### src/rtl/vram_write_scheduler.sv
// -----------------------------------------------------------------------------
// vram_write_scheduler
//
// Purpose:
//   Decouples CPU VRAM writes from the video timing. The CPU may write at any
//   time. Each write is queued in a small FIFO and replayed to the VRAM write
//   port only while the video timing reports the `writable` window as open.
//   Writes that arrive outside the window are deferred, never lost or torn.
//   VRAM receives the writes in exactly the order the CPU issued them.
//
// Ports:
//   clk           pixel clock
//   rst           synchronous, active-high reset
//   cpu_addr      CPU write address
//   cpu_data      CPU write data
//   cpu_we        CPU write strobe (already VRAM-qualified), one write per cycle
//   clr_overflow  clears the sticky overflow flag
//   writable      VRAM-writable window from video timing
//   vram_addr     address of the FIFO head entry
//   vram_data     data of the FIFO head entry
//   vram_we       VRAM write strobe (combinational, only while writable=1)
//   fifo_count    current FIFO occupancy
//   fifo_full     occupancy equals FIFO_DEPTH
//   overflow      sticky: a CPU write was dropped because the FIFO was full
//   busy          scheduler is not idle (entries pending or draining)
//
// FIFO_DEPTH must be a power of two (>= 2) so the pointers wrap for free.
// -----------------------------------------------------------------------------
module vram_write_scheduler #(
  parameter int ADDR_WIDTH = 12,
  parameter int FIFO_DEPTH = 16,
  parameter int CNT_WIDTH  = $clog2(FIFO_DEPTH) + 1
) (
  input  logic                  clk,
  input  logic                  rst,
  input  logic [ADDR_WIDTH-1:0] cpu_addr,
  input  logic [7:0]            cpu_data,
  input  logic                  cpu_we,
  input  logic                  clr_overflow,
  input  logic                  writable,
  output logic [ADDR_WIDTH-1:0] vram_addr,
  output logic [7:0]            vram_data,
  output logic                  vram_we,
  output logic [CNT_WIDTH-1:0]  fifo_count,
  output logic                  fifo_full,
  output logic                  overflow,
  output logic                  busy
);

  localparam int PTR_WIDTH  = $clog2(FIFO_DEPTH);
  localparam int ENTRY_W    = ADDR_WIDTH + 8;

  typedef enum logic [1:0] {
    ST_IDLE,   // FIFO empty
    ST_WAIT,   // entries pending, window closed
    ST_DRAIN   // replaying entries while the window is open
  } state_e;

  // ---------------------------------------------------------------------------
  // State
  // ---------------------------------------------------------------------------
  logic [ENTRY_W-1:0]   mem_q [FIFO_DEPTH];
  logic [PTR_WIDTH-1:0] wr_ptr_q, wr_ptr_d;
  logic [PTR_WIDTH-1:0] rd_ptr_q, rd_ptr_d;
  logic [CNT_WIDTH-1:0] count_q,  count_d;
  logic                 overflow_q, overflow_d;
  state_e               state_q,  state_d;

  // ---------------------------------------------------------------------------
  // Handshake qualifiers
  // ---------------------------------------------------------------------------
  logic empty;
  logic full;
  logic push;
  logic pop;
  logic drop;

  assign empty = (count_q == '0);
  assign full  = (count_q == CNT_WIDTH'(FIFO_DEPTH));

  // Full is judged on the pre-edge count, so a push in the same cycle as a
  // pop from a full FIFO is still rejected.
  assign push = cpu_we && !full;
  assign drop = cpu_we && full;

  // Pop is combinational so the strobe can never leave the writable window.
  // Gating with rst keeps VRAM untouched in the very cycle reset is sampled.
  assign pop  = (state_q == ST_DRAIN) && writable && !empty && !rst;

  // ---------------------------------------------------------------------------
  // Storage array
  // ---------------------------------------------------------------------------
  // NOTE: the entry array has no reset; its contents are meaningless until
  // written, and leaving it unreset lets it map onto plain storage cells.
  always_ff @(posedge clk) begin
    if (push) begin
      mem_q[wr_ptr_q] <= {cpu_addr, cpu_data};
    end
  end

  // ---------------------------------------------------------------------------
  // Pointer, occupancy and overflow next-state
  // ---------------------------------------------------------------------------
  always_comb begin
    // NOTE: every signal driven here gets a default first, so no path can
    // leave one unassigned and infer a latch.
    wr_ptr_d   = wr_ptr_q;
    rd_ptr_d   = rd_ptr_q;
    count_d    = count_q;
    overflow_d = overflow_q;

    // Pointers are exactly log2(depth) bits wide and wrap naturally.
    if (push) begin
      wr_ptr_d = wr_ptr_q + PTR_WIDTH'(1);
    end
    if (pop) begin
      rd_ptr_d = rd_ptr_q + PTR_WIDTH'(1);
    end

    count_d = count_q + CNT_WIDTH'(push) - CNT_WIDTH'(pop);

    // A new drop beats a simultaneous clear.
    if (drop) begin
      overflow_d = 1'b1;
    end else if (clr_overflow) begin
      overflow_d = 1'b0;
    end
  end

  // ---------------------------------------------------------------------------
  // Scheduler FSM: next state
  // ---------------------------------------------------------------------------
  always_comb begin
    state_d = state_q;
    unique case (state_q)
      ST_IDLE: begin
        if (push) begin
          state_d = writable ? ST_DRAIN : ST_WAIT;
        end
      end
      ST_WAIT: begin
        if (writable) begin
          state_d = ST_DRAIN;
        end
      end
      ST_DRAIN: begin
        if (count_d == '0) begin
          // Last entry popped with no refill.
          state_d = ST_IDLE;
        end else if (!writable) begin
          // Head entry was not written this cycle and stays queued.
          state_d = ST_WAIT;
        end
      end
      default: state_d = ST_IDLE;
    endcase
  end

  // ---------------------------------------------------------------------------
  // Registers
  // ---------------------------------------------------------------------------
  // NOTE: sequential state uses non-blocking assignments so every register
  // samples its pre-edge inputs, independent of statement order.
  always_ff @(posedge clk) begin
    if (rst) begin
      wr_ptr_q   <= '0;
      rd_ptr_q   <= '0;
      count_q    <= '0;
      overflow_q <= 1'b0;
      state_q    <= ST_IDLE;
    end else begin
      wr_ptr_q   <= wr_ptr_d;
      rd_ptr_q   <= rd_ptr_d;
      count_q    <= count_d;
      overflow_q <= overflow_d;
      state_q    <= state_d;
    end
  end

  // ---------------------------------------------------------------------------
  // Outputs
  // ---------------------------------------------------------------------------
  // Head entry is presented continuously; it is don't-care while empty.
  assign {vram_addr, vram_data} = mem_q[rd_ptr_q];
  assign vram_we    = pop;
  assign fifo_count = count_q;
  assign fifo_full  = full;
  assign overflow   = overflow_q;
  assign busy       = (state_q != ST_IDLE);

endmodule
### config.mk
export PLATFORM = sky130hd
export DESIGN_NAME = vram_write_scheduler
export DESIGN_NICKNAME = d
export VERILOG_FILES = /design/src/rtl/vram_write_scheduler.sv
export SDC_FILE = /design/constraint.sdc
export NUM_CORES = 1
export LEC_CHECK = 0
export ABC_AREA = 1
export CAP_MARGIN = 30
export CELL_PAD_IN_SITES_DETAIL_PLACEMENT = 1
export CELL_PAD_IN_SITES_GLOBAL_PLACEMENT = 2
export CORE_ASPECT_RATIO = 0.75
export CORE_MARGIN = 2
export CORE_UTILIZATION = 44
export DETAILED_ROUTE_END_ITERATION = 10
export PLACE_DENSITY = 0.89
export SETUP_SLACK_MARGIN = 0.1
export SLEW_MARGIN = 20
export SYNTH_ARGS = -nofsm -noshare
export SYNTH_HDL_FRONTEND = slang
export SYNTH_SLANG_ARGS = --single-unit
### constraint.sdc
create_clock -name clk -period 3.3 [get_ports clk]
set_input_delay 0.66 -clock clk [delete_from_list [all_inputs] [get_ports clk]]
set_output_delay 0.66 -clock clk [all_outputs]
set_load 0.01 [all_outputs]
Word-level counts from Yosys, hierarchy flattened
Memories as Yosys holds them, arrays and structs flattened. A register that Yosys moved wholly into a read port is not among the register bits.
Cells that the tools add are included.
W data, S select, Z words.
{"block": "classes", "reduce_logical": 14, "div": 0, "n_bitwise": 0, "mul": 0, "n_eq_ne": 6, "n_addsub": 4, "shifts": 0, "muxes": 12, "magnitude_cmp": 0}
{"operator": "$logic_not A5 Y1", "n": 2}
{"operator": "$mux W2", "n": 5}
{"operator": "$add A4 B1 Y4 const B", "n": 2}
{"operator": "$mux W4", "n": 2}
{"operator": "$pmux W2 S3", "n": 1}
{"operator": "$add A5 B1 Y5", "n": 1}
{"operator": "$eq A5 B5 Y1 const B", "n": 1}
{"operator": "$logic_and A1 B1 Y1", "n": 5}
{"operator": "$sub A5 B1 Y5", "n": 1}
{"operator": "$mux W1", "n": 4}
{"operator": "$ne A2 B2 Y1 const B", "n": 2}
{"operator": "$reduce_bool A2 Y1", "n": 2}
{"operator": "$logic_not A1 Y1", "n": 3}
{"operator": "$ne A3 B2 Y1 const B", "n": 1}
{"operator": "$reduce_and A3 Y1", "n": 1}
{"operator": "$eq A2 B1 Y1 const B", "n": 1}
{"operator": "$eq A2 B2 Y1 const B", "n": 1}
{"operator": "$logic_not A2 Y1", "n": 1}
{"block": "word_totals", "register_bits": 16, "word_cells": 42, "out_inout_bits": 29, "romBits": 0, "n_memories": 1, "input_bits": 25, "latch_bits": 0, "mem_bits_rw": 320}
{"memory": "mem_q", "words": 16, "width": 20, "rd": 1, "rd_ports_with_merged_regs": 1, "write_ports": 1, "line_no": "62", "text": "logic [ENTRY_W-1:0] mem_q [FIFO_DEPTH];"}

Logic depth before layout (Yosys ltp)
Gate-level depths: netlist of the first run.
{"block": "logic_depth", "depth_word": 8, "mapped_depth": 19, "mapped_depth_nobuf": 19}

Worst setup path before layout of the first run
No wires, ideal clock.
{"block": "synth_timing", "path_type": "input-to-reg", "from": "input port writable", "to": "register state_q[0]", "n_path_buf": 0, "arrival_time_ps": 2838, "slack_ps": 350, "setup_ps": 112, "stages": 18, "required_ps": 3188, "path_cell_list": "inv_1 nor3_1 nand2_1 nor2_1 ha_1 inv_1 ha_1 inv_1 fa_1 nand3b_1 nand2_1 nand2_1 nand2_1 nand2_1 nand2_1 nand3_1 nor2_1 nor2_1"}
{"block": "synth_via", "elab_chain_len": 7, "word_cells_on_any_way": 12, "classes_between": "1 x add/sub; 2 x eq/ne; 4 x mux; 5 x reduce/logical"}
{"element": "start: declaration", "line_no": "40", "text": "input logic writable,"}
{"element": "$logic_and A1 B1 Y1 * (3 in series)", "line_no": "88", "text": "assign pop = (state_q == ST_DRAIN) && writable && !empty && !rst;"}
{"element": "named net vram_we", "line_no": "43", "text": "output logic vram_we,"}
{"element": "$sub A5 B1 Y5 *", "line_no": "120", "text": "count_d = count_q + CNT_WIDTH'(push) - CNT_WIDTH'(pop);"}
{"element": "$logic_not A5 Y1 *", "line_no": "147", "text": "if (count_d == '0) begin"}
{"element": "$ne A3 B2 Y1 (no source line) / $mux W2 (equally long branches)"}
{"element": "$reduce_and A3 Y1 (no source line) / $pmux W2 S3 (equally long branches)"}
{"element": "end signal: assignment", "line_no": "176", "text": "state_q <= state_d;"}
{"element": "end: declaration", "line_no": "67", "text": "state_e state_q, state_d;"}
Mark *: on every way through the listed nets, which the timed path passes. The rest lies on a longest branch. The select of a mux whose other input is x is not followed.
A chain may end at the register's enable or synchronous reset.

==> impl_metrics.toml, run 1 <==
[setup_path]
crit_path_start_kind = "register"
cp_num_buf_inv = 3
endpoint_kind = "output pin"
r2r-end = "state_q[0]$_SDFFE_PP0P_"
cp_cell_sequence = "buf_12 -> buf_8 -> mux2i_1 -> o21ai_0 -> o211ai_1 -> nand2_1 -> clkdlybuf4s50_1"
cp.required_ps = 2640
path_delay_family = "buffers and inverters"
criticalPathCategory = "register to output pin"
critPathSlowestCell = "clkdlybuf4s50_1"
ff2ff_path_depth = 18
regToRegStartpoint = "fifo_count[3]$_SDFF_PP0_"
worstPathArrival_ps = 2440
crit_path_max_incr_delay_ps = 480
r2r_slack_ps = 440
cp_max_fo = 27

[sta]
max_freq_mhz = 323
fin_skew_ps = 21.2
timing.final.crit_share_pct = 93.8
finalSetupViolCount = 0
hold_viol = 0
layout_setup_ws_ps = 203
drv_slew = 0
hold_slack_ps = 476
relSlewSlack_pct = 59.4
rsz0062_at_grt = "yes"
period_minus_slack_ps = 3100
worstMarginPinSlew_ps = 608

[clocking]
cts.sinks = 340
clk_pin_slew_worst_paths_ps = 60
cts_tree = "yes"
insertion_delay_ps = 530
cts_root_buf = "clkbuf_16"
cts_max_path_buffers = 3
htree_levels = 2
cts-hold-fix-buffers = 0
cts-buffers-inserted = 34

[logic_synthesis]
yosys_warnings = 0
syn_inst = 993
yosys-top-cells-area = "edfxtp_1 70%, mux2i_1 5.8%, o211ai_1 4.3%"
ys_seq_elements = 340
yosysTopAreaCell = "edfxtp_1"
synth_fp_nets = 1030
ys_seq_area_share_pct = 72.4
yosysTopAreaCellShare_pct = 69.5
avgSynthCellArea_um2 = 13.9
syn_area_um2 = 13800
synth_cell_type_count = 26

[route]
drc_errors = 0
first_pass_iters = 4
drt_wl_total_mm = 35.3
vias = 8374
drt_first_iter_violations = 680
wl_per_cell_um = 23.4
via_per_inst = 5.54
route.antenna.remaining_nets = 0

[grt]
grtUsageTotal_pct = 22.1
top_usage_layer = "met2"
grt_max_degree = 76
antenna_found_initial = 0
grt_pass1_wl_mm = 53.8
grt_use_met2_pct = 36.4
grt_pass1_vias = 8820
grt_overflow = 0
met1_usage_pct = 29.4
grtUsageMet3_pct = 4.37

[final_layout]
seqCellArea_um2 = 10000
multi_input_area_um2 = 3110
area_growth_pct = 17.4
final_nets = 1123
layout_common_cells = "320 x edfxtp_1, 108 x inv_1, 92 x o21ai_0"
drive_gt1_share_pct = 11.2
final_common_cell = "edfxtp_1"
layoutNonFillerInstCount = 1511
fillers = 3086
antenna_cells = 0
fin_area_um2 = 16200
post-route-util_pct = 52.2

[place]
gp_congestion = 0.770
pre_cts_ws_ps = -287
dp_hpwl_mm = 20.3
io_buffers = 53
dp.cells = 1449
place_area_um2 = 15000

[pwr]
p_leak_nw = 5.49
ir_worst_vdd_uv = 355
power_density_nw_per_um2 = 617

[floorplanning]
core_um2 = 31100
std_cell_rows = 56
die_width_um = 209
die_h_um = 157
die_area_um2 = 32900
pin_count = 54
initial_core_util_pct = 44.4

[flow_run]
drv_cap = 0

[outcome]
status = "complete, no violations"

[min_path]
hold_end = "overflow$_SDFFE_PP0P_"
hold_start = "overflow$_SDFFE_PP0P_"
min_path_cells = 2
hold_class = "register to register"
[cell families after synthesis]
logic type,count (synthesis),synth area share (%)
DFF,340,72.4
AOI/OAI and AO/OA,271,11.3
buffers and inverters,166,5.46
and+or+nand+nor,120,3.66
muxes,80,5.79
adders and majority gates,12,1.14
xor gates and xnor gates,4,0.253
[timing repair]
item / in CTS / in global routing
resized for setup: 3 / 15
cloned: 1 / 1
setup endpoints to repair: 19 / 20
pin swaps: 0 / 1
setup buffers: 3 / 2
[where the power goes]
group          switching [mW]  internal [mW]  total (mW)
Clock                    1.55           2.12        3.66
Sequential             0.0680           4.89        4.95
Combinational           0.798          0.594        1.39
Total                    2.41           7.60        10.0
[synth_stat cells, drive strengths merged]
library cell / instances
edfxtp: 320
inv: 109
o21ai: 101
a21oi: 90
mux2i: 80
o211ai: 80
nand2: 49
nand3: 34
nor2: 32
clkbuf: 31
buf: 26
dfxtp: 20
ha: 11
xor2: 4
nand4: 3
fa: 1
nand3b: 1
nor3: 1
[through the flow]
| stage | setup TNS, ps | power [mW] |
|---|---|---|
| floorplan | 0 | 5.82 |
| global placement | -146 | 6.33 |
| detailed placement | -439 | 6.38 |
| CTS | 0 | 10.1 |
| global route | 0 | 10.4 |
| finish | 0 | 10.0 |
[metal layers]
metal  vias to the layer above  share of wire, %
met5                         -                 0
met4                         0               2.6
met3                        68               5.2
met2                       209                48
met1                      4258                45
li1                       3839                 -
[sequential cells by signal (all words and copies together) (netlist names), named ones only]
register / flops
fifo_count: 5
mem_q: 320
overflow: 1
state_q: 2
rd_ptr_q: 4
wr_ptr_q: 4
[worst max path at each step]
stage               slack (ps)     start                       to  depth (start not counted)
detailed placement        -290  writable  state_q[0]$_SDFFE_PP0P_                         18
global placement          -150  writable  state_q[0]$_SDFFE_PP0P_                         19
finish                     200  register            vram_addr[10]                          7
global route                40  register             vram_addr[6]                          8
CTS                        100  register             vram_addr[4]                          6
floorplan                  350  writable  state_q[0]$_SDFFE_PP0P_                         18
[final cells by class]
type / count / share of cell area, %
inverters: 109 / 2.52
flip-flops and latches: 340 / 61.7
clock buffers: 47 / 5.74
clock inverters: 8 / 0.547
multi-input cells: 487 / 19.1
repair buffers: 114 / 7.21
well taps: 406 / 3.13
[tightest hold or removal path, stage by stage (launching register included)]
cell     delay, ps
dfxtp_1        310
nand2_1         60
a21oi_1         60
Note: power is estimated with default switching activity, not from simulation.
==> run 2: changes to the inputs <==
Settings changed: PLACE_DENSITY 0.89 to not set, PLACE_DENSITY_LB_ADDON set to 0.1.
==> run 2 against run 1 <==
Against the previous run:
- sequential share of layout area decreased by 0.94 points
- highest routed layer unchanged
- die area unchanged
- final area increased by 1.6%
- worst hold slack improved by 1.0 ps
- global-route usage decreased by 0.15 points
- flip-flop and latch count unchanged
==> impl_metrics.toml, run 2 (same netlist as run 1, synthesis figures left out) <==
[final_layout]
drive_gt1_share_pct = 12.5
post-route-util_pct = 53.0
antenna_cells = 0
final_common_cell = "edfxtp_1"
final_nets = 1128
area_growth_pct = 19.3
largest_reg_flops = 320
layout_common_cells = "320 x edfxtp_1, 108 x inv_1, 94 x o21ai_0"
fin_area_um2 = 16500
largest_register = "mem_q"

[clocking]
insertion_delay_ps = 530
cts.sinks = 340
cts_max_path_buffers = 3
clk_pin_slew_worst_paths_ps = 60
htree_levels = 2
cts_tree = "yes"
cts_root_buf = "clkbuf_16"
cts-buffers-inserted = 36
cts-hold-fix-buffers = 0

[sta]
hold_viol = 0
rsz0062_at_grt = "yes"
timing.final.crit_share_pct = 95.4
worstMarginPinSlew_ps = 647
fin_skew_ps = 12.9
setup_tns_ps = 0
max_freq_mhz = 318
layout_setup_ws_ps = 151
finalSetupViolCount = 0
drv_slew = 0
period_minus_slack_ps = 3150
relSlewSlack_pct = 56.7

[setup_path]
criticalPathCategory = "register to output pin"
endpoint_kind = "output pin"
cp_max_fo = 10
crit_path_start_kind = "register"
cp_num_buf_inv = 3
critPathSlowestCell = "clkdlybuf4s50_1"
path_delay_family = "buffers and inverters"
cp_cell_sequence = "buf_4 -> buf_6 -> mux2i_1 -> o21ai_0 -> o211ai_1 -> nand2_1 -> clkdlybuf4s50_1"
worstPathArrival_ps = 2490
cp.required_ps = 2640
crit_path_max_incr_delay_ps = 500

[pwr]
ir_worst_vdd_uv = 457
p_leak_nw = 5.57
power_density_nw_per_um2 = 648

[flow_run]
drv_cap = 0

[floorplanning]
pin_count = 54
die_h_um = 157
initial_core_util_pct = 44.4
die_area_um2 = 32900
core_um2 = 31100
die_width_um = 209
std_cell_rows = 56

[route]
drt_wl_total_mm = 34.9
first_pass_iters = 7
drc_errors = 0
vias = 8305
route.antenna.remaining_nets = 0
drt_first_iter_violations = 548
via_per_inst = 5.45
wl_per_cell_um = 22.9

[grt]
grtUsageTotal_pct = 21.9
grt_pass1_wl_mm = 53.3
antenna_found_initial = 0
grt_overflow = 0
grt_pass1_vias = 8668
grt_max_degree = 54

[place]
io_buffers = 53
gp_congestion = 0.753
place_area_um2 = 15100
dp_hpwl_mm = 20.3
pre_cts_ws_ps = -211

[min_path]
hold_class = "register to register"

[outcome]
status = "complete, no violations"
[run 2: cell types whose count changed in the layout (fill, tap and decap cells not counted), moves of 3 or more]
cell,previous run,this run
bufinv_16,2,7
clkbuf_1,11,6
clkdlybuf4s50_1,46,51
clkinv_2,1,6
dlymetal6s2s_1,7,2
buf_12,5,9
clkinvlp_4,0,3
[run 2: path summary, 6_finish.rpt]
path | start | cells after the start | slack (ps) | endpoint
worst max-delay path | register | 7 | 150 | vram_addr[11]
worst min-delay path | rd_ptr_q[2]$_SDFFE_PP0N_ | 2 | 480 | register
worst min register to register | rd_ptr_q[2]$_SDFFE_PP0N_ | 2 | 480 | register
worst max register to register | fifo_count[3]$_SDFF_PP0_ | 18 | 450 | state_q[0]$_SDFFE_PP0P_
[run 2: timing repair]
item,in CTS,in global routing
buffers inserted,2,5
resized for setup,1,13
setup endpoints to repair,17,18
[run 2: cell type report]
type	count	area, µm²
multi-input cells	487	3100
fillers	3055	14600
inverters	109	409
clock inverters	20	290
well taps	406	508
repair buffers	117	1190
clock buffers	44	973
flip-flops and latches	340	10000
[run 2: per-stage QoR]
step	power [mW]	std cells	hold slack, ps
after floorplan	5.82	993	447
after global placement	6.39	1452	456
after detailed placement	6.42	1452	471
after CTS	10.8	1518	480
after global routing	11.1	1523	502
final	10.7	1523	477
[run 2: per-layer routing]
| metal | up-vias | GRT usage, % | wire [µm] |
|---|---|---|---|
| met3 | 42 | 3.25 | 1260 |
| met5 | - | 0 | 0 |
| li1 | 3855 | - | - |
| met4 | 0 | 5.14 | 505 |
| met2 | 144 | 35.4 | 16400 |
| met1 | 4264 | 31.6 | 16800 |
[run 2: worst register-to-register path, stage by stage (launching register included)]
cell and delay [ps]:
dfxtp_1 370, inv_1 70, ha_1 210, nand4_1 120
nand2_1 80, nor2_1 150, ha_1 250, inv_1 60
ha_1 160, inv_1 70, fa_1 420, xor2_1 180
nand3_1 100, nor2_1 120, nand2_1 80, nand2_1 100
nand3_1 70, nor2_1 100, nor2_1 50
[run 2: power breakdown]
part           internal, mW  switching (mW)  leakage (nW)
clock                  2.66            1.68         0.610
sequential             4.88          0.0694          3.05
combinational         0.601           0.792          1.90
